**config.mk**
```make
export PLATFORM = sky130hd
export DESIGN_NAME = lcd_cmd_seq_flat
export DESIGN_NICKNAME = d
export VERILOG_FILES = /design/src/rtl/lcd_cmd_seq_if.sv /design/src/rtl/lcd_cmd_seq.sv /design/src/flat_wrapper.sv
export SDC_FILE = /design/constraint.sdc
export NUM_CORES = 1
export LEC_CHECK = 0
export BUFFER_PORTS_ARGS = -buffer_cell sky130_fd_sc_hd__buf_2
export CELL_PAD_IN_SITES_DETAIL_PLACEMENT = 1
export CELL_PAD_IN_SITES_GLOBAL_PLACEMENT = 2
export CORE_MARGIN = 4
export CORE_UTILIZATION = 35
export DETAILED_ROUTE_END_ITERATION = 8
export GPL_TIMING_DRIVEN = 0
export PLACE_DENSITY_LB_ADDON = 0.2
export SKIP_LAST_GASP = 1
export SLEW_MARGIN = 10
export SYNTH_ARGS = -nofsm -noshare
export SYNTH_HDL_FRONTEND = slang
export SYNTH_SLANG_ARGS = --single-unit
```
**constraint.sdc**
```tcl
create_clock -name clk -period 2.9 [get_ports clk]
set_input_delay 0.435 -clock clk [delete_from_list [all_inputs] [get_ports clk]]
set_output_delay 0.435 -clock clk [all_outputs]
set_load 0.005 [all_outputs]
```
**src/rtl/lcd_cmd_seq_if.sv**
```systemverilog
// lcd_cmd_seq_if: groups the host command handshake, the image memory read
// port and the LCD_CTRL command/data/status signals used by lcd_cmd_seq.
//   slave  : the sequencer side (lcd_cmd_seq)
//   master : the environment side (host, image memory, LCD_CTRL)
// Signals:
//   host_cmd[3:0], host_cmd_valid, host_cmd_ready   host command push
//   img_rd, img_addr[6:0], img_data[7:0]            image memory read
//   lcd_cmd[3:0], lcd_cmd_valid, lcd_datain[7:0]    to LCD_CTRL
//   lcd_busy, lcd_output_valid                      from LCD_CTRL
//   seq_idle, cmd_done, err                         sequencer status
interface lcd_cmd_seq_if;
  logic [3:0] host_cmd;
  logic       host_cmd_valid;
  logic       host_cmd_ready;
  logic       img_rd;
  logic [6:0] img_addr;
  logic [7:0] img_data;
  logic [3:0] lcd_cmd;
  logic       lcd_cmd_valid;
  logic [7:0] lcd_datain;
  logic       lcd_busy;
  logic       lcd_output_valid;
  logic       seq_idle;
  logic       cmd_done;
  logic       err;

  modport slave (
    input  host_cmd, host_cmd_valid, img_data, lcd_busy, lcd_output_valid,
    output host_cmd_ready, img_rd, img_addr, lcd_cmd, lcd_cmd_valid,
           lcd_datain, seq_idle, cmd_done, err
  );

  modport master (
    output host_cmd, host_cmd_valid, img_data, lcd_busy, lcd_output_valid,
    input  host_cmd_ready, img_rd, img_addr, lcd_cmd, lcd_cmd_valid,
           lcd_datain, seq_idle, cmd_done, err
  );
endinterface

```
**src/rtl/lcd_cmd_seq.sv**
```systemverilog
// lcd_cmd_seq: command sequencer in front of LCD_CTRL. Host commands are
// buffered in a small FIFO and issued one at a time when LCD_CTRL is not
// busy. A Load command (code 0) streams IMG_N image bytes from an external
// memory into lcd_datain. Each command then waits for OUT_PER_CMD
// lcd_output_valid pulses before cmd_done is pulsed.
// Ports:
//   clk    system clock (rising edge)
//   reset  asynchronous active-low reset
//   bus    lcd_cmd_seq_if.slave (host, image memory, LCD_CTRL, status)
// Build option: define LCD_SEQ_WDOG_EN to add a 12-bit WAIT watchdog that
// sets err, flushes the FIFO and returns to IDLE without cmd_done.
module lcd_cmd_seq #(
  parameter int unsigned IMG_N       = 108,
  parameter int unsigned FIFO_DEPTH  = 4,
  parameter int unsigned OUT_PER_CMD = 16
) (
  input  logic         clk,
  input  logic         reset,
  lcd_cmd_seq_if.slave bus
);
  localparam int unsigned AW      = $clog2(FIFO_DEPTH);
  localparam logic [AW:0] FULL_CNT = (AW+1)'(FIFO_DEPTH);
  localparam logic [6:0]  LD_LAST  = 7'(IMG_N);
  localparam logic [4:0]  OUT_TGT  = 5'(OUT_PER_CMD);

  typedef enum logic [1:0] {S_IDLE, S_LOAD, S_WAIT} state_t;
  state_t state, state_nxt;

  logic [3:0]    fifo_mem [FIFO_DEPTH];
  logic [AW-1:0] wr_ptr, rd_ptr;
  logic [AW:0]   fifo_cnt;
  logic          fifo_empty, fifo_full, push, issue, is_load;
  logic [3:0]    head;
  logic [6:0]    ld_cnt;
  logic [4:0]    out_cnt;
  logic          wait_done, wdog_trip, err_q, err_set;

  assign fifo_empty = (fifo_cnt == '0);
  assign fifo_full  = (fifo_cnt == FULL_CNT);
  assign head       = fifo_mem[rd_ptr];
  assign push       = bus.host_cmd_valid && !fifo_full;
  assign issue      = (state == S_IDLE) && !fifo_empty && !bus.lcd_busy;
  assign is_load    = (head == 4'd0);
  assign wait_done  = (state == S_WAIT) && (out_cnt == OUT_TGT) && !bus.lcd_busy;

  // FIFO pointers; a watchdog trip discards everything queued
  always_ff @(posedge clk or negedge reset) begin
    if (!reset) begin
      wr_ptr   <= '0;
      rd_ptr   <= '0;
      fifo_cnt <= '0;
    end else if (wdog_trip) begin
      wr_ptr   <= '0;
      rd_ptr   <= '0;
      fifo_cnt <= '0;
    end else begin
      if (push)  wr_ptr <= wr_ptr + 1'b1;
      if (issue) rd_ptr <= rd_ptr + 1'b1;
      case ({push, issue})
        2'b10:   fifo_cnt <= fifo_cnt + 1'b1;
        2'b01:   fifo_cnt <= fifo_cnt - 1'b1;
        default: fifo_cnt <= fifo_cnt;
      endcase
    end
  end

  always_ff @(posedge clk) begin
    if (push) fifo_mem[wr_ptr] <= bus.host_cmd;
  end

  always_ff @(posedge clk or negedge reset) begin
    if (!reset) state <= S_IDLE;
    else        state <= state_nxt;
  end

  always_comb begin
    state_nxt = state;
    unique case (state)
      S_IDLE:  if (issue) state_nxt = is_load ? S_LOAD : S_WAIT;
      S_LOAD:  if (ld_cnt == LD_LAST) state_nxt = S_WAIT;
      S_WAIT:  if (wait_done || wdog_trip) state_nxt = S_IDLE;
      default: state_nxt = S_IDLE;
    endcase
  end

  // Address 0 is read in the issue cycle, so LOAD starts at address 1 and
  // its last cycle only forwards the byte read one cycle earlier.
  always_ff @(posedge clk or negedge reset) begin
    if (!reset)               ld_cnt <= '0;
    else if (issue)           ld_cnt <= 7'd1;
    else if (state == S_LOAD) ld_cnt <= ld_cnt + 1'b1;
  end

  always_ff @(posedge clk or negedge reset) begin
    if (!reset)
      out_cnt <= '0;
    else if (state != S_WAIT || wait_done || wdog_trip)
      out_cnt <= '0;
    else if (bus.lcd_output_valid && out_cnt != '1)
      out_cnt <= out_cnt + 1'b1;
  end

  // A pulse arriving once the target is already reached is an excess pulse
  assign err_set = wdog_trip ||
                   (bus.lcd_output_valid && (state != S_WAIT || out_cnt >= OUT_TGT));

  always_ff @(posedge clk or negedge reset) begin
    if (!reset)       err_q <= 1'b0;
    else if (err_set) err_q <= 1'b1;
  end

`ifdef LCD_SEQ_WDOG_EN
  logic [11:0] wdog;

  always_ff @(posedge clk or negedge reset) begin
    if (!reset)                                      wdog <= '0;
    else if (state != S_WAIT || bus.lcd_output_valid) wdog <= '0;
    else                                             wdog <= wdog + 1'b1;
  end

  // Trips in the cycle the WAIT dwell count reaches 4095; a command that
  // completes in that same cycle is treated as a normal completion.
  assign wdog_trip = (state == S_WAIT) && (wdog == 12'd4094) &&
                     !bus.lcd_output_valid && !wait_done;
`else
  assign wdog_trip = 1'b0;
`endif

  always_comb begin
    bus.lcd_cmd       = '0;
    bus.lcd_cmd_valid = 1'b0;
    bus.img_rd        = 1'b0;
    bus.img_addr      = '0;
    bus.lcd_datain    = '0;
    if (issue) begin
      bus.lcd_cmd       = head;
      bus.lcd_cmd_valid = 1'b1;
      bus.img_rd        = is_load;
    end
    if (state == S_LOAD) begin
      bus.lcd_datain = bus.img_data;
      if (ld_cnt < LD_LAST) begin
        bus.img_rd   = 1'b1;
        bus.img_addr = ld_cnt;
      end
    end
    bus.cmd_done       = wait_done;
    bus.seq_idle       = (state == S_IDLE) && fifo_empty;
    bus.host_cmd_ready = !fifo_full;
    bus.err            = err_q;
  end
endmodule

```
**src/flat_wrapper.sv**
```systemverilog
// flat-port wrapper written by rule: the top's interface ports become plain ports
module lcd_cmd_seq_flat 
#(
  parameter int unsigned IMG_N       = 108,
  parameter int unsigned FIFO_DEPTH  = 4,
  parameter int unsigned OUT_PER_CMD = 16
)
  (clk, reset, bus_host_cmd, bus_host_cmd_valid, bus_img_data, bus_lcd_busy, bus_lcd_output_valid, bus_host_cmd_ready, bus_img_rd, bus_img_addr, bus_lcd_cmd, bus_lcd_cmd_valid, bus_lcd_datain, bus_seq_idle, bus_cmd_done, bus_err);
  lcd_cmd_seq_if bus_i ();
  input  logic clk;
  input  logic reset;
  input wire logic [$bits(bus_i.host_cmd)-1:0] bus_host_cmd;
  input wire logic [$bits(bus_i.host_cmd_valid)-1:0] bus_host_cmd_valid;
  input wire logic [$bits(bus_i.img_data)-1:0] bus_img_data;
  input wire logic [$bits(bus_i.lcd_busy)-1:0] bus_lcd_busy;
  input wire logic [$bits(bus_i.lcd_output_valid)-1:0] bus_lcd_output_valid;
  output wire logic [$bits(bus_i.host_cmd_ready)-1:0] bus_host_cmd_ready;
  output wire logic [$bits(bus_i.img_rd)-1:0] bus_img_rd;
  output wire logic [$bits(bus_i.img_addr)-1:0] bus_img_addr;
  output wire logic [$bits(bus_i.lcd_cmd)-1:0] bus_lcd_cmd;
  output wire logic [$bits(bus_i.lcd_cmd_valid)-1:0] bus_lcd_cmd_valid;
  output wire logic [$bits(bus_i.lcd_datain)-1:0] bus_lcd_datain;
  output wire logic [$bits(bus_i.seq_idle)-1:0] bus_seq_idle;
  output wire logic [$bits(bus_i.cmd_done)-1:0] bus_cmd_done;
  output wire logic [$bits(bus_i.err)-1:0] bus_err;
  assign bus_i.host_cmd = bus_host_cmd;
  assign bus_i.host_cmd_valid = bus_host_cmd_valid;
  assign bus_i.img_data = bus_img_data;
  assign bus_i.lcd_busy = bus_lcd_busy;
  assign bus_i.lcd_output_valid = bus_lcd_output_valid;
  assign bus_host_cmd_ready = bus_i.host_cmd_ready;
  assign bus_img_rd = bus_i.img_rd;
  assign bus_img_addr = bus_i.img_addr;
  assign bus_lcd_cmd = bus_i.lcd_cmd;
  assign bus_lcd_cmd_valid = bus_i.lcd_cmd_valid;
  assign bus_lcd_datain = bus_i.lcd_datain;
  assign bus_seq_idle = bus_i.seq_idle;
  assign bus_cmd_done = bus_i.cmd_done;
  assign bus_err = bus_i.err;
  lcd_cmd_seq #(.IMG_N(IMG_N), .FIFO_DEPTH(FIFO_DEPTH), .OUT_PER_CMD(OUT_PER_CMD)) u_core (.clk(clk), .reset(reset), .bus(bus_i));
endmodule
```
==> Word-level counts from Yosys, hierarchy flattened <==
Memory sizes are Yosys's and may differ from the RTL's.
Cells that the tools add are included.
{ "classes": {"add_sub_neg": 6, "n_lt_le_gt_ge": 2, "eq_ne": 12, "n_mux": 20, "n_reduce_logical": 20} }
{ "op_table": {"columns": ["op", "n"], "rows": [
  ["2-to-1 mux 7 bit", 4],
  ["2-to-1 mux 5 bit", 2],
  ["logical AND 1 bit", 8],
  ["2-to-1 mux 2 bit", 4],
  ["2-to-1 mux 8 bit", 1],
  ["adder 7 x 1 -> 7 bit, second input constant", 1],
  ["equality test 7 bit, second input constant", 1],
  ["< comparator 7 bit, second input constant", 1],
  ["2-to-1 mux 1 bit", 6],
  ["!= test 2 x 1 -> 1 bit, second input constant", 3],
  ["one-hot mux 2 bit (3 select lines)", 1],
  ["one-hot mux 3 bit (2 select lines)", 1],
  ["nonzero test 2 bit", 3],
  ["adder 5 x 1 -> 5 bit, second input constant", 1],
  ["equality test 5 bit, second input constant", 1],
  [">= comparator 5 bit, second input constant", 1],
  ["!= test 5 bit, second input constant", 1],
  ["adder 2 x 1 -> 2 bit, second input constant", 2],
  ["equality test 2 x 1 -> 1 bit, second input constant", 2],
  ["equality test 2 bit, second input constant", 2],
  ["logical NOT 4 bit", 1],
  ["2-to-1 mux 4 bit", 1],
  ["adder 3 x 1 -> 3 bit, second input constant", 1],
  ["equality test 3 bit, second input constant", 1],
  ["7 further kinds", 10]
]} }
{ "totals": {"ff_bits": 22, "ramBits": 16, "in_bits": 17, "out_inout_bits": 25, "wordCells": 68, "n_memories": 1} }
{ "memory_table": {"columns": ["memory", "words", "width", "read_ports", "rd_clocked_by_memory_dff", "write_ports", "line_no", "text"], "rows": [
  ["u_core.fifo_mem", 4, 4, 1, 0, 1, "lcd_cmd_seq.sv:29", "logic [3:0] fifo_mem [FIFO_DEPTH];"]
]} }

==> Longest topological paths before layout <==
Gate-level depths: netlist of the first run.
{ "logic_depth": {"word_depth": 7, "depth_mapped": 10, "ltp_nobuf": 10} }

==> Least setup slack after synthesis of the first run <==
No wires, ideal clock.
{ "synth_timing": {"path_type": "input to register", "start": "input port bus_lcd_busy", "end": "register u_core.fifo_cnt[2]", "setup_time_ns": 0.079, "arrival_time_ns": 2.157, "required_time_ns": 2.821, "setup_slack_ns": 0.664, "stages": 8, "n_path_buf": 1, "path_cell_list": "nor4_2 buf_2 ha_1 inv_1 fa_1 xor2_1 nor2_1 xor2_1"} }
{ "synth_between": {"elab_chain_len": 4, "word_cells_on_any_way": 6, "classes_between": "2 x eq/ne; 1 x mux; 3 x reduce/logical"} }
{ "synth_rtl": {"columns": ["item", "line_no", "text"], "rows": [
  ["start, declared", "flat_wrapper.sv:15", "input wire logic [$bits(bus_i.lcd_busy)-1:0] bus_lcd_busy;"],
  ["logical NOT 1 bit *", "lcd_cmd_seq.sv:42", "assign issue = (state == S_IDLE) && !fifo_empty && !bus.lcd_busy;"],
  ["logical AND 1 bit *", "lcd_cmd_seq.sv:42", null],
  ["equality test 2 x 1 -> 1 bit or equality test 2 bit (tied branches)", "lcd_cmd_seq.sv:59", "case ({push, issue})"],
  ["one-hot mux 3 bit (2 select lines) or nonzero test 2 bit (tied branches)", null, null],
  ["end signal, assigned", "lcd_cmd_seq.sv:60", "2'b10: fifo_cnt <= fifo_cnt + 1'b1;"],
  ["end signal, assigned", "lcd_cmd_seq.sv:61", "2'b01: fifo_cnt <= fifo_cnt - 1'b1;"],
  ["end signal, assigned", "lcd_cmd_seq.sv:62", "default: fifo_cnt <= fifo_cnt;"],
  ["end, declared", "lcd_cmd_seq.sv:31", "logic [AW:0] fifo_cnt;"]
]} }
Mark *: on every way between the ends. The rest lies on a longest branch, timed or not.
A chain may end at the register's enable or synchronous reset.

==> Final worst setup path of the first run <==
{ "layout_timing": {"start": "register u_core.state[1]", "end": "register u_core.fifo_cnt[2]"} }
{ "layout_between": {"elab_chain_len": 5, "word_cells_on_any_way": 7, "classes_between": "2 x eq/ne; 1 x mux; 4 x reduce/logical"} }
{ "layout_rtl": {"columns": ["item", "line_no", "text"], "rows": [
  ["start, declared", "lcd_cmd_seq.sv:27", "state_t state, state_nxt;"],
  ["start signal, assigned", "lcd_cmd_seq.sv:73", "else state <= state_nxt;"],
  ["logical NOT 2 bit *", "lcd_cmd_seq.sv:42", null],
  ["logical AND 1 bit * (2 in a row)", "lcd_cmd_seq.sv:42", null],
  ["equality test 2 x 1 -> 1 bit or equality test 2 bit (tied branches)", "lcd_cmd_seq.sv:59", null],
  ["one-hot mux 3 bit (2 select lines) or nonzero test 2 bit (tied branches)", null, null]
]} }
Marked as above.

==> results.md, run 1 <==
* Status: complete, no violations
* Vias in the first global route at 1,536
* Multi-input combinational cell area at 837 sq um
* DP Area at 0.00223 sq mm
* DP Wirelength at 3320 microns
* Die ar. at 0.00680 sq mm
* Most used cell along the critical path: xor2_1
* Post-synthesis sequential area ratio at 53.1%
* Io pins at 42
* Max-cap viol count at 0
* Global-route wire length before repair at 7230 microns
* Average wire per standard cell at 15.0 microns
* Nets@finish at 243
* Setup TNS at 0 ns
* Vias per inst at 4.85
* Metal3 WL at 272 microns
* Delay-heaviest family, CP: simple AND/OR/NAND/NOR gates
* Post-synth EDFFs at 16
* Post-route setup slack at 0.306 ns
* RR Startpoint: u_core.state[1]
* Die height at 82.5 microns
* M1 WL at 1770 microns
* Largest net degree at the start of global routing at 23
* Least-Margin Pin Slew at 0.645 ns
* Leak at 0.00107 uW
* H-tree lvl count at 2
* Syn nets at 195
* Initial DRC count at 40
* DR top layer: met4
* CP startpoint kind: register
* Rows at 26
* Total global routing overflow at 0
* Util after Layout at 44.3%
* # Post-CTS Setup Buffers at 0
* Fin area at 0.00232 sq mm
* Syn Std Cell Area at 0.00194 sq mm
* Detailed Route WL at 4280 microns
* Clock tree buffer depth at 2
* Min-delay worst type: in2async
* Die Span X at 82.5 microns
* Post-DRT Antenna Nets at 0
* Drt drc at 0
* Fill cell count at 601
* DP Worst Slack at 0.183 ns
* Drt pass-1 iters at 3
* Critical Path RT at 3.12 ns
* CTS Hold Bufs at 0
* Register area at 0.00103 sq mm
* RSZ-0062 raised after global routing: false
* GP Congestion at 0.730
* Reg clk slew, reported paths at 0.08 ns
* Yosys reg bits at 38
* Worst Setup SP: u_core.state[1]
* Post-Syn Instances at 167
* Post-synth top flop: dfrtp_1
* CP Class: reg2reg
* Share of cells above drive strength 1 at 26.4%
* Area Overhead vs Synth at 19.5%
* WP data arrival at 2.81 ns
* CTS root buffer: clkbuf_8
* Worst-path fanout max at 11
* VDD IR-drop max at 0.333 mV
* Initial antenna violation count at 0
* # port buffers at 41
* Tmin final at 2.59 ns
* Cts repair resizes at 0
* CTS sink count at 38
* Relative slew slack at 56.6%
* Syn_area_per_cell at 11.6 sq um
* Critical path's slowest cell: nor4_2
* Max Slew Vio Count at 0
* Total core area at 0.00524 sq mm
* Cell Pwr Density at 818 mW/mm^2
* Initial Utilization at 37.1%
* Clk_lat worst skew at 0.29 ns
* CTS tree: done
* Synth warn at 0
* Final Skew at 0.00258 ns
* CP Cell Sequence: nor4_2, buf_2, ha_1, inv_1, fa_1, xor2_1, nor2_1, xor2_1
* TritonCTS Buffers at 5
* Ant diodes at 0
* CP peak stage delay at 0.62 ns
* FMAX at 386 MHz
* Final Hold Vio Count at 0
* Vias post-DR at 1,387
* Part of the cycle the worst path needs at 89.4%
* Final number of setup-violating endpoints at 0
* Yosys cell types at 35
* Global Route Usage Sum at 14.3%
* Critical Path End Type: register
* Asr flop ratio synth at 57.9%
* WP buf/inv at 2
* Met2 routed WL at 2180 microns
## cell usage in the layout, fill, tap and decap left out, types with 4 or more instances in the layout
cell,Yosys,routed
buf_2,1,42
dfrtp_1,22,22
and2_1,18,18
edfxtp_1,16,16
nor2_1,14,14
inv_1,13,13
ha_1,10,10
nand2_1,8,8
and3_1,8,8
xor2_1,8,8
xnor2_1,6,6
a21oi_1,5,5
clkbuf_8,0,5
nand2b_1,4,4
## cell families after synthesis
logic type | Yosys count | share of synthesized area [%]
buffers and inverters | 17 | 3.74
AND/OR/NAND/NOR | 68 | 19.5
adder cells (fa/ha/maj) | 11 | 7.48
flip-flops | 38 | 53.1
multiplexers | 6 | 5.93
XOR/XNOR | 14 | 6.32
AO/OA/AOI/OAI | 13 | 3.93
## report_power, final
part | switching [uW] | total (uW) | internal, uW | leakage [uW]
Combinational | 397 | 731 | 334 | 0.000604
Sequential | 108 | 808 | 700 | 0.000425
Clock | 192 | 356 | 165 | 0.0000416
## through the flow
step,power (uW),cells,hold WS (ns)
final,1900,286,0.122
after floorplan,1310,167,0.139
after CTS,1930,286,0.130
after global routing,2060,286,0.158
after global placement,1500,278,0.442
after detailed placement,1570,278,0.452
## worst paths after layout
check / endpoint / slack (ns) / cells after the start
setup / recovery: u_core.fifo_cnt[2] / 0.31 / 8
hold reg to reg: u_core.bus.err / 0.47 / 1
setup reg to reg: u_core.fifo_cnt[2] / 0.31 / 8
min in group clk: u_core.fifo_mem[1][2] / 0.36 / 1
max in group asynchronous: u_core.out_cnt[2] / 2.41 / 1
hold / removal: u_core.ld_cnt[5] / 0.12 / 1
## metal layers
| metal | GRT usage, % | up-vias |
|---|---|---|
| li1 | - | 662 |
| met2 | 25.4 | 35 |
| met4 | 5.15 | 0 |
| met5 | 0 | - |
| met1 | 16.0 | 684 |
| met3 | 4.34 | 6 |
## sequential cells by signal, indices dropped and copies added, names as in the netlist
signal / cells
u_core.rd_ptr: 2
u_core.state: 2
u_core.fifo_mem: 16
u_core.out_cnt: 5
u_core.fifo_cnt: 3
u_core.wr_ptr: 2
u_core.bus.err: 1
u_core.ld_cnt: 7
## worst register-to-register path: cells and delay by family, from the launching register on
family | cells | cell delay [ns]
DFF | 1 | 0.46
and+or+nand+nor | 2 | 0.73
xor gates and xnor gates | 2 | 0.29
adders and majority gates | 2 | 0.61
buffers and inverters | 2 | 0.43
## area by class of cell
| cell class | instances | share of cell area [%] |
|---|---|---|
| Tap cell | 70 | 3.78 |
| Timing Repair Buffer | 41 | 8.85 |
| Clock inverter | 3 | 0.702 |
| Multi-Input combinational cell | 112 | 36.1 |
| Clock buffer | 5 | 2.97 |
| Buffer | 4 | 1.03 |
| Sequential cell | 38 | 44.5 |
| Inverter | 13 | 2.10 |
## synth_stat cells (all sizes together) (4+ instances only)
master,number,share of area [%]
and3,8,2.6
nand2b,4,1.3
xnor2,6,2.7
nor2,14,2.7
ha,10,6.4
edfxtp,16,25
nand2,8,1.5
a21oi,5,1.3
mux4,4,4.8
dfrtp,22,28
and2,19,6.2
inv,13,2.5
xor2,8,3.6
Power figures use the tool's default switching activity.
==> inputs of run 2 (changes only) <==
--- a/config.mk
+++ b/config.mk
@@ -8,7 +8,6 @@
 export BUFFER_PORTS_ARGS = -buffer_cell sky130_fd_sc_hd__buf_2
 export CELL_PAD_IN_SITES_DETAIL_PLACEMENT = 1
 export CELL_PAD_IN_SITES_GLOBAL_PLACEMENT = 2
-export CORE_MARGIN = 4
 export CORE_UTILIZATION = 35
 export DETAILED_ROUTE_END_ITERATION = 8
 export GPL_TIMING_DRIVEN = 0
==> run 2 against run 1 <==
- global-route usage increased by 1.6 points
- final cell count is the same
- clock power increased by 53%
- clock skew rose by 0.0061 ns
- worst hold slack worse by 0.014 ns
- final area up 2.3%
- clock-buffer cell count did not move
- power is 10% higher
- first-iteration DRC count rose by 13%
- non-clock buffer count unchanged
- via count shrank 0.94%
- largest power group unchanged
==> results.md, run 2 (synthesized netlist as in run 1, its figures left out) <==
* CP Class: reg2reg
* Detailed Route WL at 4190 microns (-2.0%)
* Initial DRC count at 45 (+13%)
* Total global routing overflow at 0 (unchanged)
* Die height at 76.5 microns (-7.3%)
* Drt drc at 0 (unchanged)
* Global Route Usage Sum at 15.9% (+1.6 points)
* TritonCTS Buffers at 5 (unchanged)
* Final Skew at 0.00872 ns (+0.00614 ns)
* DP Wirelength at 3220 microns (-3.0%)
* # Post-CTS Setup Buffers at 0 (unchanged)
* Clock tree buffer depth at 2 (unchanged)
* Ant diodes at 0 (unchanged)
* Commonest non-fill, non-tap cell in the layout: buf_2
* Io pins at 42 (unchanged)
* CTS sink count at 38 (unchanged)
* Die Span X at 76.5 microns (-7.3%)
* GP Congestion at 0.731 (+0.16%)
* H-tree lvl count at 2 (unchanged)
* Largest registers: u_core.fifo_mem x16, u_core.ld_cnt x7, u_core.out_cnt x5
* Setup TNS at 0 ns (unchanged)
* Relative slew slack at 61.0% (+4.4 points)
* Nets@finish at 243 (unchanged)
* Rows at 26 (unchanged)
* Drt pass-1 iters at 4 (+1)
* WP data arrival at 2.83 ns (+0.02 ns)
* Least-Margin Pin Slew at 0.581 ns (-0.0648 ns)
* Largest net degree at the start of global routing at 23 (unchanged)
* Initial antenna violation count at 0 (unchanged)
* Critical Path End Type: register
* Share of cells above drive strength 1 at 26.9% (+0.46 points)
* Critical Path RT at 3.11 ns (about the same)
* RSZ-0062 raised after global routing: false
* Cts repair resizes at 0 (unchanged)
* Clk_lat worst skew at 0.29 ns (about the same)
* Total core area at 0.00524 sq mm (unchanged)
* Status: complete, no violations
* Top reg by flops: u_core.fifo_mem
* Max FFs per register at 16 (unchanged)
* CP startpoint kind: register
* Most frequent cells in the layout: buf_2 (42), dfrtp_1 (22), and2_1 (18)
* CTS tree: done
* Post-DRT Antenna Nets at 0 (unchanged)
* Tmin final at 2.61 ns (+0.0191 ns)
* Global-route wire length before repair at 7180 microns (-0.68%)
* Vias per inst at 4.80 (-0.94%)
* Initial Utilization at 37.1% (unchanged)
* Cell Pwr Density at 880 mW/mm^2 (+7.7%)
* Vias in the first global route at 1,506 (-2.0%)
* Leak at 0.00110 uW (+2.5%)
* Average wire per standard cell at 14.7 microns (-2.0%)
* FMAX at 383 MHz (-0.73%)
* Min-delay worst type: in2async
* Area Overhead vs Synth at 22.2%
* WHS at 0.108 ns (-0.0139 ns)
* Max Slew Vio Count at 0 (unchanged)
* VDD IR-drop max at 0.428 mV (+29%)
* CTS root buffer: clkbuf_8
* Reg clk slew, reported paths at 0.08 ns (about the same)
* Final number of setup-violating endpoints at 0 (unchanged)
* Vias post-DR at 1,374 (-0.94%)
* Max-cap viol count at 0 (unchanged)
* Worst-path fanout max at 11 (unchanged)
* CTS Hold Bufs at 0 (unchanged)
* R2R Setup Slk at 0.29 ns (-0.02 ns)
* Part of the cycle the worst path needs at 90.1% (+0.66 points)
* Final Hold Vio Count at 0 (unchanged)
* # port buffers at 41 (unchanged)
* Die ar. at 0.00585 sq mm (-14%)
## run 2: final timing paths
check	start	to	cells past startpoint
worst min register to register	u_core.bus.err	u_core.bus.err	1
worst min-delay path	reset	u_core.wr_ptr[1]	1
worst max-delay path	u_core.state[1]	u_core.fifo_cnt[2]	8
min in group clk	bus_host_cmd[1]	u_core.fifo_mem[3][1]	1
max in group asynchronous	reset	u_core.ld_cnt[1]	1
worst max register to register	u_core.state[1]	u_core.fifo_cnt[2]	8
## run 2: worst max-delay path, stage by stage (launching register included)
cell     delay (ns)
dfrtp_1        0.46
nor4_2         0.57
buf_2          0.36
ha_1           0.23
inv_1          0.07
fa_1           0.39
xor2_1         0.17
nor2_1         0.13
xor2_1         0.16
## run 2: through the flow
step           total power (uW)  cell area (sq um)  utilization (%)  setup WS (ns)  cells
3_3_place_gp               1490               2230             42.6          0.289    278
2_1_floorplan              1310               1940                -          0.664    167
6_report                   2090               2370             45.3          0.287    286
3_5_place_dp               1560               2230             42.6          0.160    278
5_1_grt                    2240               2370             45.3         0.0507    286
4_1_cts                    2120               2370             45.3          0.234    286
## run 2: power by group
| group | leakage, uW | switching (uW) | internal, uW |
|---|---|---|---|
| combinational | 0.000604 | 396 | 338 |
| sequential | 0.000425 | 110 | 700 |
| clock | 0.0000683 | 198 | 345 |
## run 2: routing by layer
metal	GRT usage [%]	vias to the layer above	wire length [microns]
met2	28.7	37	2250
met3	4.43	7	194
met1	17.8	664	1700
li1	-	666	-
met5	0	-	0
met4	5.38	0	54
## run 2: layout make-up
cell class                 instances  area, sq um
fill                             605         2870
sequential                        38         1030
multi-input combinational        112          837
timing repair buffer              41          205
tap                               70         87.6
clock buffer                       5         68.8
clock inverter                     3         68.8
inverter                          13         48.8
buffer                             4         23.8
